--- config.mk ---
export PLATFORM = sky130hd
export DESIGN_NAME = mem_access_unit_flat
export DESIGN_NICKNAME = d
export VERILOG_FILES = /design/src/rtl/mem_access_unit_if.sv /design/src/rtl/mem_access_unit.sv /design/src/flat_wrapper.sv
export SDC_FILE = /design/constraint.sdc
export NUM_CORES = 1
export LEC_CHECK = 0
export CAP_MARGIN = 30
export CORE_ASPECT_RATIO = 0.75
export CORE_MARGIN = 3
export CORE_UTILIZATION = 42
export CTS_CLUSTER_SIZE = 8
export DETAILED_ROUTE_END_ITERATION = 10
export HOLD_SLACK_MARGIN = 0.05
export PLACE_DENSITY = 0.85
export SYNTH_ARGS = -nofsm -noshare
export SYNTH_HDL_FRONTEND = slang
export SYNTH_SLANG_ARGS = --single-unit
--- constraint.sdc ---
create_clock -name clk -period 3 [get_ports clk]
set_input_delay 0.6 -clock clk [delete_from_list [all_inputs] [get_ports clk]]
set_output_delay 0.6 -clock clk [all_outputs]
set_load 0.005 [all_outputs]
--- src/rtl/mem_access_unit_if.sv ---
// Bundle of the pipeline-side request/response handshake and the
// word-indexed strobe interface to the data memory.
// The unit under control uses the slave view; the pipeline and memory
// (or a bench standing in for them) use the master view.
interface mem_access_unit_if #(
  parameter int ADDR_W = 64,
  parameter int DATA_W = 32
);

  // pipeline request
  logic              req_valid;
  logic              req_ready;
  logic              req_write;
  logic [ADDR_W-1:0] req_addr;
  logic [DATA_W-1:0] req_wdata;

  // pipeline response
  logic              resp_valid;
  logic              resp_ready;
  logic [DATA_W-1:0] resp_rdata;
  logic              resp_err;

  // stall indication
  logic              busy;

  // data memory strobe interface
  logic [ADDR_W-1:0] mem_address;
  logic [DATA_W-1:0] mem_write_data;
  logic              mem_read;
  logic              mem_write;
  logic [DATA_W-1:0] mem_read_data;

  modport slave (
    input  req_valid,
    output req_ready,
    input  req_write,
    input  req_addr,
    input  req_wdata,
    output resp_valid,
    input  resp_ready,
    output resp_rdata,
    output resp_err,
    output busy,
    output mem_address,
    output mem_write_data,
    output mem_read,
    output mem_write,
    input  mem_read_data
  );

  modport master (
    output req_valid,
    input  req_ready,
    output req_write,
    output req_addr,
    output req_wdata,
    input  resp_valid,
    output resp_ready,
    input  resp_rdata,
    input  resp_err,
    input  busy,
    input  mem_address,
    input  mem_write_data,
    input  mem_read,
    input  mem_write,
    output mem_read_data
  );

endinterface

--- src/rtl/mem_access_unit.sv ---
// Data-memory access unit: accepts single load/store requests from the
// MEM stage, converts the byte address to a word index, drives one
// strobe cycle to the negedge-acting data memory and returns exactly one
// response per request. Misaligned or out-of-range requests bypass the
// memory entirely and answer with resp_err set.
//
// state  | meaning
// -------+---------------------------------------------------------------
// IDLE   | ready for a request; req_ready high
// ISSUE  | one cycle with exactly one strobe high; memory acts on negedge
// RESP   | response presented, held until resp_ready at a posedge
module mem_access_unit #(
  parameter int ADDR_W      = 64,
  parameter int DATA_W      = 32,
  parameter int DEPTH_WORDS = 1024
) (
  input logic                   clk,
  input logic                   rst_n,
  mem_access_unit_if.slave      bus
);

  typedef enum logic [1:0] {
    S_IDLE  = 2'd0,
    S_ISSUE = 2'd1,
    S_RESP  = 2'd2
  } state_t;

  localparam logic [ADDR_W-1:0] DEPTH_L = ADDR_W'(DEPTH_WORDS);

  state_t            r_state;
  state_t            w_state_nxt;

  logic              r_is_write;
  logic [ADDR_W-1:0] r_mem_address;
  logic [DATA_W-1:0] r_mem_wdata;
  logic              r_mem_read;
  logic              r_mem_write;
  logic              r_resp_valid;
  logic              r_resp_err;
  logic [DATA_W-1:0] r_resp_rdata;

  logic [ADDR_W-1:0] w_index;
  logic              w_misaligned;
  logic              w_out_of_range;
  logic              w_err;

  // Word index is the byte address shifted right by two, zero-extended.
  assign w_index        = {2'b00, bus.req_addr[ADDR_W-1:2]};
  assign w_misaligned   = (bus.req_addr[1:0] != 2'b00);
  assign w_out_of_range = (w_index >= DEPTH_L);
  assign w_err          = w_misaligned | w_out_of_range;

  // State register.
  always_ff @(posedge clk or negedge rst_n) begin
    if (!rst_n) begin
      r_state <= S_IDLE;
    end else begin
      r_state <= w_state_nxt;
    end
  end

  // Next-state decode; errored requests skip ISSUE so no strobe is ever raised.
  always_comb begin
    w_state_nxt = r_state;
    case (r_state)
      S_IDLE: begin
        if (bus.req_valid) begin
          w_state_nxt = w_err ? S_RESP : S_ISSUE;
        end
      end
      S_ISSUE: begin
        w_state_nxt = S_RESP;
      end
      S_RESP: begin
        if (bus.resp_ready) begin
          w_state_nxt = S_IDLE;
        end
      end
      default: begin
        w_state_nxt = S_IDLE;
      end
    endcase
  end

  // Registered memory strobes and response; strobes live for exactly the ISSUE cycle.
  always_ff @(posedge clk or negedge rst_n) begin
    if (!rst_n) begin
      r_is_write    <= 1'b0;
      r_mem_address <= '0;
      r_mem_wdata   <= '0;
      r_mem_read    <= 1'b0;
      r_mem_write   <= 1'b0;
      r_resp_valid  <= 1'b0;
      r_resp_err    <= 1'b0;
      r_resp_rdata  <= '0;
    end else begin
      case (r_state)
        S_IDLE: begin
          if (bus.req_valid) begin
            r_is_write <= bus.req_write;
            if (w_err) begin
              r_resp_valid <= 1'b1;
              r_resp_err   <= 1'b1;
              r_resp_rdata <= '0;
            end else begin
              r_mem_address <= w_index;
              r_mem_wdata   <= bus.req_wdata;
              r_mem_write   <= bus.req_write;
              r_mem_read    <= ~bus.req_write;
            end
          end
        end
        S_ISSUE: begin
          // The memory has already acted on the negedge inside this cycle.
          r_mem_read   <= 1'b0;
          r_mem_write  <= 1'b0;
          r_resp_valid <= 1'b1;
          r_resp_err   <= 1'b0;
          r_resp_rdata <= r_is_write ? '0 : bus.mem_read_data;
        end
        S_RESP: begin
          if (bus.resp_ready) begin
            r_resp_valid <= 1'b0;
          end
        end
        default: begin
          r_mem_read  <= 1'b0;
          r_mem_write <= 1'b0;
        end
      endcase
    end
  end

  assign bus.req_ready      = (r_state == S_IDLE);
  assign bus.busy           = (r_state != S_IDLE);
  assign bus.mem_address    = r_mem_address;
  assign bus.mem_write_data = r_mem_wdata;
  assign bus.mem_read       = r_mem_read;
  assign bus.mem_write      = r_mem_write;
  assign bus.resp_valid     = r_resp_valid;
  assign bus.resp_err       = r_resp_err;
  assign bus.resp_rdata     = r_resp_rdata;

endmodule

--- src/flat_wrapper.sv ---
// flat-port wrapper written by rule: the top's interface ports become plain ports
module mem_access_unit_flat 
#(
  parameter int ADDR_W      = 64,
  parameter int DATA_W      = 32,
  parameter int DEPTH_WORDS = 1024
)
  (clk, rst_n, bus_req_valid, bus_req_ready, bus_req_write, bus_req_addr, bus_req_wdata, bus_resp_valid, bus_resp_ready, bus_resp_rdata, bus_resp_err, bus_busy, bus_mem_address, bus_mem_write_data, bus_mem_read, bus_mem_write, bus_mem_read_data);
  mem_access_unit_if #(.ADDR_W(ADDR_W), .DATA_W(DATA_W)) bus_i ();
  input logic clk;
  input logic rst_n;
  input wire logic [$bits(bus_i.req_valid)-1:0] bus_req_valid;
  output wire logic [$bits(bus_i.req_ready)-1:0] bus_req_ready;
  input wire logic [$bits(bus_i.req_write)-1:0] bus_req_write;
  input wire logic [$bits(bus_i.req_addr)-1:0] bus_req_addr;
  input wire logic [$bits(bus_i.req_wdata)-1:0] bus_req_wdata;
  output wire logic [$bits(bus_i.resp_valid)-1:0] bus_resp_valid;
  input wire logic [$bits(bus_i.resp_ready)-1:0] bus_resp_ready;
  output wire logic [$bits(bus_i.resp_rdata)-1:0] bus_resp_rdata;
  output wire logic [$bits(bus_i.resp_err)-1:0] bus_resp_err;
  output wire logic [$bits(bus_i.busy)-1:0] bus_busy;
  output wire logic [$bits(bus_i.mem_address)-1:0] bus_mem_address;
  output wire logic [$bits(bus_i.mem_write_data)-1:0] bus_mem_write_data;
  output wire logic [$bits(bus_i.mem_read)-1:0] bus_mem_read;
  output wire logic [$bits(bus_i.mem_write)-1:0] bus_mem_write;
  input wire logic [$bits(bus_i.mem_read_data)-1:0] bus_mem_read_data;
  assign bus_i.req_valid = bus_req_valid;
  assign bus_req_ready = bus_i.req_ready;
  assign bus_i.req_write = bus_req_write;
  assign bus_i.req_addr = bus_req_addr;
  assign bus_i.req_wdata = bus_req_wdata;
  assign bus_resp_valid = bus_i.resp_valid;
  assign bus_i.resp_ready = bus_resp_ready;
  assign bus_resp_rdata = bus_i.resp_rdata;
  assign bus_resp_err = bus_i.resp_err;
  assign bus_busy = bus_i.busy;
  assign bus_mem_address = bus_i.mem_address;
  assign bus_mem_write_data = bus_i.mem_write_data;
  assign bus_mem_read = bus_i.mem_read;
  assign bus_mem_write = bus_i.mem_write;
  assign bus_i.mem_read_data = bus_mem_read_data;
  mem_access_unit #(.ADDR_W(ADDR_W), .DATA_W(DATA_W), .DEPTH_WORDS(DEPTH_WORDS)) u_core (.clk(clk), .rst_n(rst_n), .bus(bus_i));
endmodule
==> metrics, run 1 <==
area of the core=roughly 12000 um^2; WL per Instance=approximately 18 um; share of cells above drive strength 1=between 10% and 20%; CTS clk-pin slew, worst paths=~0.060 ns; n_diodes=0; Sinks on Clock Net=approximately 130; final setup skew=0.00965 ns; Post-Layout Cell Count=841; Max clock buf depth=2; antenna violations before repair=0; filler cell count=758; Final GP Congestion=around 0.81; CP max stage delay=about 0.70 ns; # port buffers=roughly 260; max-cap violations=0; FF-to-FF path depth=5; unrepaired setup endpoints after global routing=false; total power divided by cell area=502 nW/um^2; crit end category=register; WS Path Type=input pin to register; Setup Viol. Count Final=0; GRT overflow=0; Yosys warning total=0; fin area=about 8600 um^2; Slew Limit Fails=0; overall global routing resource usage=between 20% and 30%; leakage=0.00381 uW; final hold vios=0; Max Clk Rate=0.392 GHz; largest net degree at the start of global routing=between 60 and 70; dpl hpwl=11100 um; critical path arrival=~2.9 ns; clock latency on the worst-skew pair=roughly 0.41 ns; CTS tree=built; Placed Instances=between 800 and 900; drt first pass iters=4; post-synthesis register bit count=about 130; Post-Synthesis Cells=~400; critical path peak fanout=24; post-layout min period=2.55 ns; DP Area=about 8000 um^2; H-tree depth=4; Synth cell types=27; Die Area=roughly 13000 um^2; TritonCTS buffer count=17; DIE WIDTH=133 um; Final ANT Viol Nets=0; flop2flop setup slack=approximately 0.97 ns; Min Hold Slack=just under 0.3 ns; Total Nets Final=799; peak supply drop=between 300 and 400 uV; worst path cell trace=clkdlybuf4s50_1 > nor4_1 > nand4_1 > or4_1 > buf_4 > o21ai_1; worst endpoint required time=approximately 3.3 ns; Finished Core Util=about three quarters; TNS Setup=0 ns; Routed WL=~15000 um; top-level I/O count=about 270; Iter 0 DRT Violations=roughly 190; num rows=34; post-synthesis sequential area ratio=between 60% and 70%; Synth Cell Area=roughly 5100 um^2; drt drc=0; vias=about 4200; Least-Margin Pin Slew=approximately 0.8 ns; Initial Util=roughly 43%; die height=~100 um; number of global-route vias before repair=4407; Bufs and invs on worst path=2; Avg Cell Area, Syn=roughly 13 um^2; first-pass GRT wire length=23300 um; Worst setup SP type=input pin; Worst R2R Start=u_core.r_state[1]; # resized after CTS=0; Slew headroom=between 40% and 50%; Reg-to-Reg End=u_core.bus.mem_write_data[1]; setup bufs post-CTS=0; status=finished clean; Hold Path Class=input pin to async pin; via/cell ratio=about 5.0; Layout area overhead=69.9%; crit-path leading delay family=simple AND/OR/NAND/NOR gates; period utilization=between 80% and 90%; root buffer cell=clkbuf_16; Critical-path top delay cell=or4_1; hold_buf cts=0
[cells in the final DEF (no fill, tap or decap), types with 4 or more instances in the layout]
master and n:
bufinv_16 4, clkinv_4 4, buf_4 11, nand2_1 34, dfrtp_1 133, clkdlybuf4s50_1 263, nor2b_1 55, mux2_2 30
mux2_1 14, nand4_1 4, nor2_1 4, clkbuf_16 17, a22oi_1 32, o21ai_1 29, nor4_1 14
[cells in the mapped netlist]
cell | instances | area [um^2]
dfrtp_1 | 133 | 3330
a22oi_1 | 32 | 240
nor4_1 | 14 | 87.6
a211o_1 | 1 | 8.76
o21bai_1 | 1 | 7.51
mux2_2 | 30 | 338
inv_1 | 1 | 3.75
nand2b_1 | 3 | 18.8
mux2_1 | 14 | 158
nor4_2 | 1 | 12.5
nand3b_1 | 1 | 7.51
nand4_1 | 4 | 25.0
a221o_1 | 1 | 10.0
buf_4 | 3 | 22.5
buf_2 | 14 | 70.1
o21ai_0 | 3 | 15.0
a32o_1 | 1 | 10.0
o21ai_1 | 29 | 145
nor2b_1 | 55 | 344
mux2i_1 | 1 | 10.0
nor2_1 | 5 | 18.8
or4_1 | 1 | 7.51
conb_1 | 1 | 3.75
nand2_1 | 34 | 128
nor3b_1 | 1 | 7.51
clkbuf_1 | 10 | 37.5
nand3_1 | 1 | 5.00
[cell families (layout without fill, tap and decap cells)]
kind of cell | count (synthesis) | count (layout) | synth area share (%)
mux | 45 | 45 | 9.97
flops | 133 | 133 | 65.6
compound gates | 68 | 68 | 8.61
buf+inv | 28 | 311 | 2.64
other cells | 1 | 2 | 0.0740
simple gates | 120 | 120 | 13.1
[state kept, by name, indices dropped and copies added, names as in the netlist]
register                   cells
u_core.bus.resp_valid          1
u_core.r_is_write              1
u_core.bus.resp_rdata         32
u_core.bus.resp_err            1
u_core.bus.mem_read            1
u_core.bus.mem_write_data     32
u_core.bus.mem_address        62
u_core.bus.mem_write           1
u_core.r_state                 2
[metrics by stage]
stage	setup slack (ns)	power (uW)
after floorplan	0.773	1880
after global placement	0.103	2110
after detailed placement	0.0374	2120
after CTS	0.460	4370
after global routing	0.263	4470
final	0.449	4330
[report_power, final]
part | total (uW) | leakage, uW | switching [uW] | internal, uW
Sequential | 1810 | 0.00184 | 6.74 | 1800
Combinational | 280 | 0.00166 | 94.3 | 186
Clock | 2240 | 0.000308 | 824 | 1420
Total | 4330 | 0.00381 | 925 | 3400
[worst max path at each step]
stage                                start                             to  cells after the start
final                     bus_req_addr[63]      u_core.bus.resp_rdata[21]                      6
after global routing      bus_req_addr[63]      u_core.bus.resp_rdata[31]                      6
after CTS                 bus_req_addr[33]      u_core.bus.resp_rdata[19]                      6
after detailed placement  bus_req_addr[33]      u_core.bus.resp_rdata[19]                      6
after global placement    bus_req_addr[41]  u_core.bus.mem_write_data[29]                      6
after floorplan           bus_req_addr[63]      u_core.bus.mem_address[2]                      6
[per-layer routing]
layer	routed length [um]	vias to the layer above	GRT usage (%)
met5	0	-	0
met4	242	0	8.07
met3	1160	22	7.89
met2	7920	192	38.9
met1	5600	2051	25.4
li1	-	1923	-
[worst reg2reg max path: cells and delay by family (launching register included)]
kind | cells | cell delay [ns]
simple gates | 3 | 0.76
flops | 1 | 0.44
mux | 1 | 0.40
buf+inv | 1 | 0.31
[cell type report]
type	count	area [um^2]	area share, %
inverters	1	3.75	0.0436
flip-flops and latches	133	3330	38.6
multi-input cells	235	1630	18.9
clock inverters	15	219	2.54
repair buffers	278	2810	32.6
clock buffers	17	425	4.94
well taps	162	203	2.35
Note: power is estimated with default switching activity, not from simulation.
==> inputs of run 2 (changes only) <==
==> constraint.sdc (replaced) <==
create_clock -name clk -period 3 [get_ports clk]
set_input_delay 0.3 -clock clk [delete_from_list [all_inputs] [get_ports clk]]
set_output_delay 0.3 -clock clk [all_outputs]
set_load 0.005 [all_outputs]
==> metrics, run 2 (synthesis results as in run 1) <==
die height=101 um (unchanged); H-tree depth=4 (unchanged); Max Clk Rate=0.434 GHz (was 0.392 GHz); clock latency on the worst-skew pair=0.40 ns (was 0.41 ns); Initial Util=43.3% (unchanged); antenna violations before repair=0 (unchanged); crit end category=register (unchanged); total power divided by cell area=495 nW/um^2 (was 502 nW/um^2); most frequent cells in the layout=clkdlybuf4s50_1 (263), dfrtp_1 (133), nor2b_1 (55) (unchanged); period utilization=76.9% (was 85.0%); Max clock buf depth=2 (unchanged); most common cell after layout, fill and taps aside=clkdlybuf4s50_1 (unchanged); unrepaired setup endpoints after global routing=false (unchanged); drt drc=0 (unchanged); DIE WIDTH=133 um (unchanged); Final ANT Viol Nets=0 (unchanged); critical path arrival=2.58 ns (was 2.86 ns); CTS clk-pin slew, worst paths=0.07 ns (was 0.06 ns); vias=4149 (was 4188); Slew headroom=63.8% (was 46.8%); Total Nets Final=797 (was 799); TritonCTS buffer count=17 (unchanged); via/cell ratio=4.95 (was 4.98); WS Path Type=input pin to register (unchanged); CTS tree=built (unchanged); first-pass GRT wire length=23300 um (about the same); # resized after CTS=0 (unchanged); dpl hpwl=10800 um (was 11100 um); share of cells above drive strength 1=11.2% (was 11.8%); drt first pass iters=5 (was 4); Setup Viol. Count Final=0 (unchanged); root buffer cell=clkbuf_16 (unchanged); worst endpoint required time=3.27 ns (was 3.31 ns); setup bufs post-CTS=0 (unchanged); Layout area overhead=69.2% (was 69.9%); Slew Limit Fails=0 (unchanged); GRT overflow=0 (unchanged); max-cap violations=0 (unchanged); number of global-route vias before repair=4453 (was 4407); hold_buf cts=1 (was 0); Sinks on Clock Net=133 (unchanged); WL per Instance=17.6 um (was 17.8 um); num rows=34 (unchanged); max reg flops=62 (unchanged); status=finished clean (unchanged); final setup skew=0.0107 ns (was 0.00965 ns); post-layout min period=2.31 ns (was 2.55 ns); final hold vios=0 (unchanged); critical path peak fanout=84 (was 24); flop2flop setup slack=0.86 ns (was 0.97 ns); Hold Path Class=input pin to async pin (unchanged); peak supply drop=398 uV (was 387 uV); Final GP Congestion=0.799 (was 0.813); largest net degree at the start of global routing=85 (was 63); leakage=0.00380 uW (was 0.00381 uW); Routed WL=14800 um (was 14900 um); area of the core=11700 um^2 (unchanged); n_diodes=0 (unchanged); TNS Setup=0 ns (unchanged); Iter 0 DRT Violations=177 (was 189); Die Area=13400 um^2 (unchanged); top-level I/O count=267 (unchanged); Worst setup SP type=input pin (unchanged); overall global routing resource usage=21.8% (was 22.2%); # port buffers=264 (unchanged); Least-Margin Pin Slew=0.542 ns (was 0.797 ns); Min Hold Slack=0.419 ns (was 0.289 ns)
run 2: cell count changes in the layout (fill, tap and decap cells not counted):
cell           previous run  this run
buf_4                    11         8
inv_6                     3         6
clkinvlp_4                2         0
bufinv_16                 4         3
clkbuf_1                  0         1
dlygate4sd3_1             0         1
inv_8                     2         1
run 2: where the power goes:
part	internal, uW	switching [uW]
Clock	1340	817
Combinational	187	95.0
Sequential	1800	7.23
run 2: layout make-up:
type                    count  area (um^2)
fillers                   755         3120
repair buffers            276         2800
flip-flops and latches    133         3330
clock buffers              18          429
inverters                   1         3.75
well taps                 162          203
clock inverters            14          189
multi-input cells         235         1630
run 2: path summary, 6_finish.rpt:
kind,start,endpoint,cells after the start
setup / recovery,bus_req_addr[44],u_core.bus.mem_write_data[31],6
hold / removal,rst_n,u_core.bus.mem_address[8],2
setup reg to reg,u_core.r_state[1],u_core.bus.mem_write_data[31],5
hold reg to reg,u_core.bus.mem_address[6],u_core.bus.mem_address[6],1
max in group asynchronous,rst_n,u_core.bus.mem_write_data[22],3
min in group clk,u_core.bus.mem_address[6],u_core.bus.mem_address[6],1
run 2: metal layers:
metal  up-vias  wire length (um)  global-route usage [%]
li1       1931                 -                       -
met1      2035              5670                    25.9
met2       171              7770                    39.0
met3        12              1180                    7.60
met4         0               153                    4.63
met5         -                 0                       0
run 2: critical path: stages:
cell             delay (ns)
clkdlybuf4s50_1        0.40
nor4_1                 0.37
nand4_1                0.31
nor4_4                 0.38
buf_12                 0.37
mux2_1                 0.38
run 2: metrics by stage:
step | total power, uW | std cells | area, um^2 | util [%] | setup WS (ns)
after floorplan | 1880 | 396 | 5070 | - | 1.07
after global placement | 2110 | 804 | 7890 | 67.5 | 0.398
after detailed placement | 2120 | 806 | 7950 | 67.9 | 0.287
after CTS | 4280 | 839 | 8580 | 73.3 | 0.690
after global routing | 4400 | 839 | 8580 | 73.3 | 0.650
final | 4240 | 839 | 8580 | 73.3 | 0.693
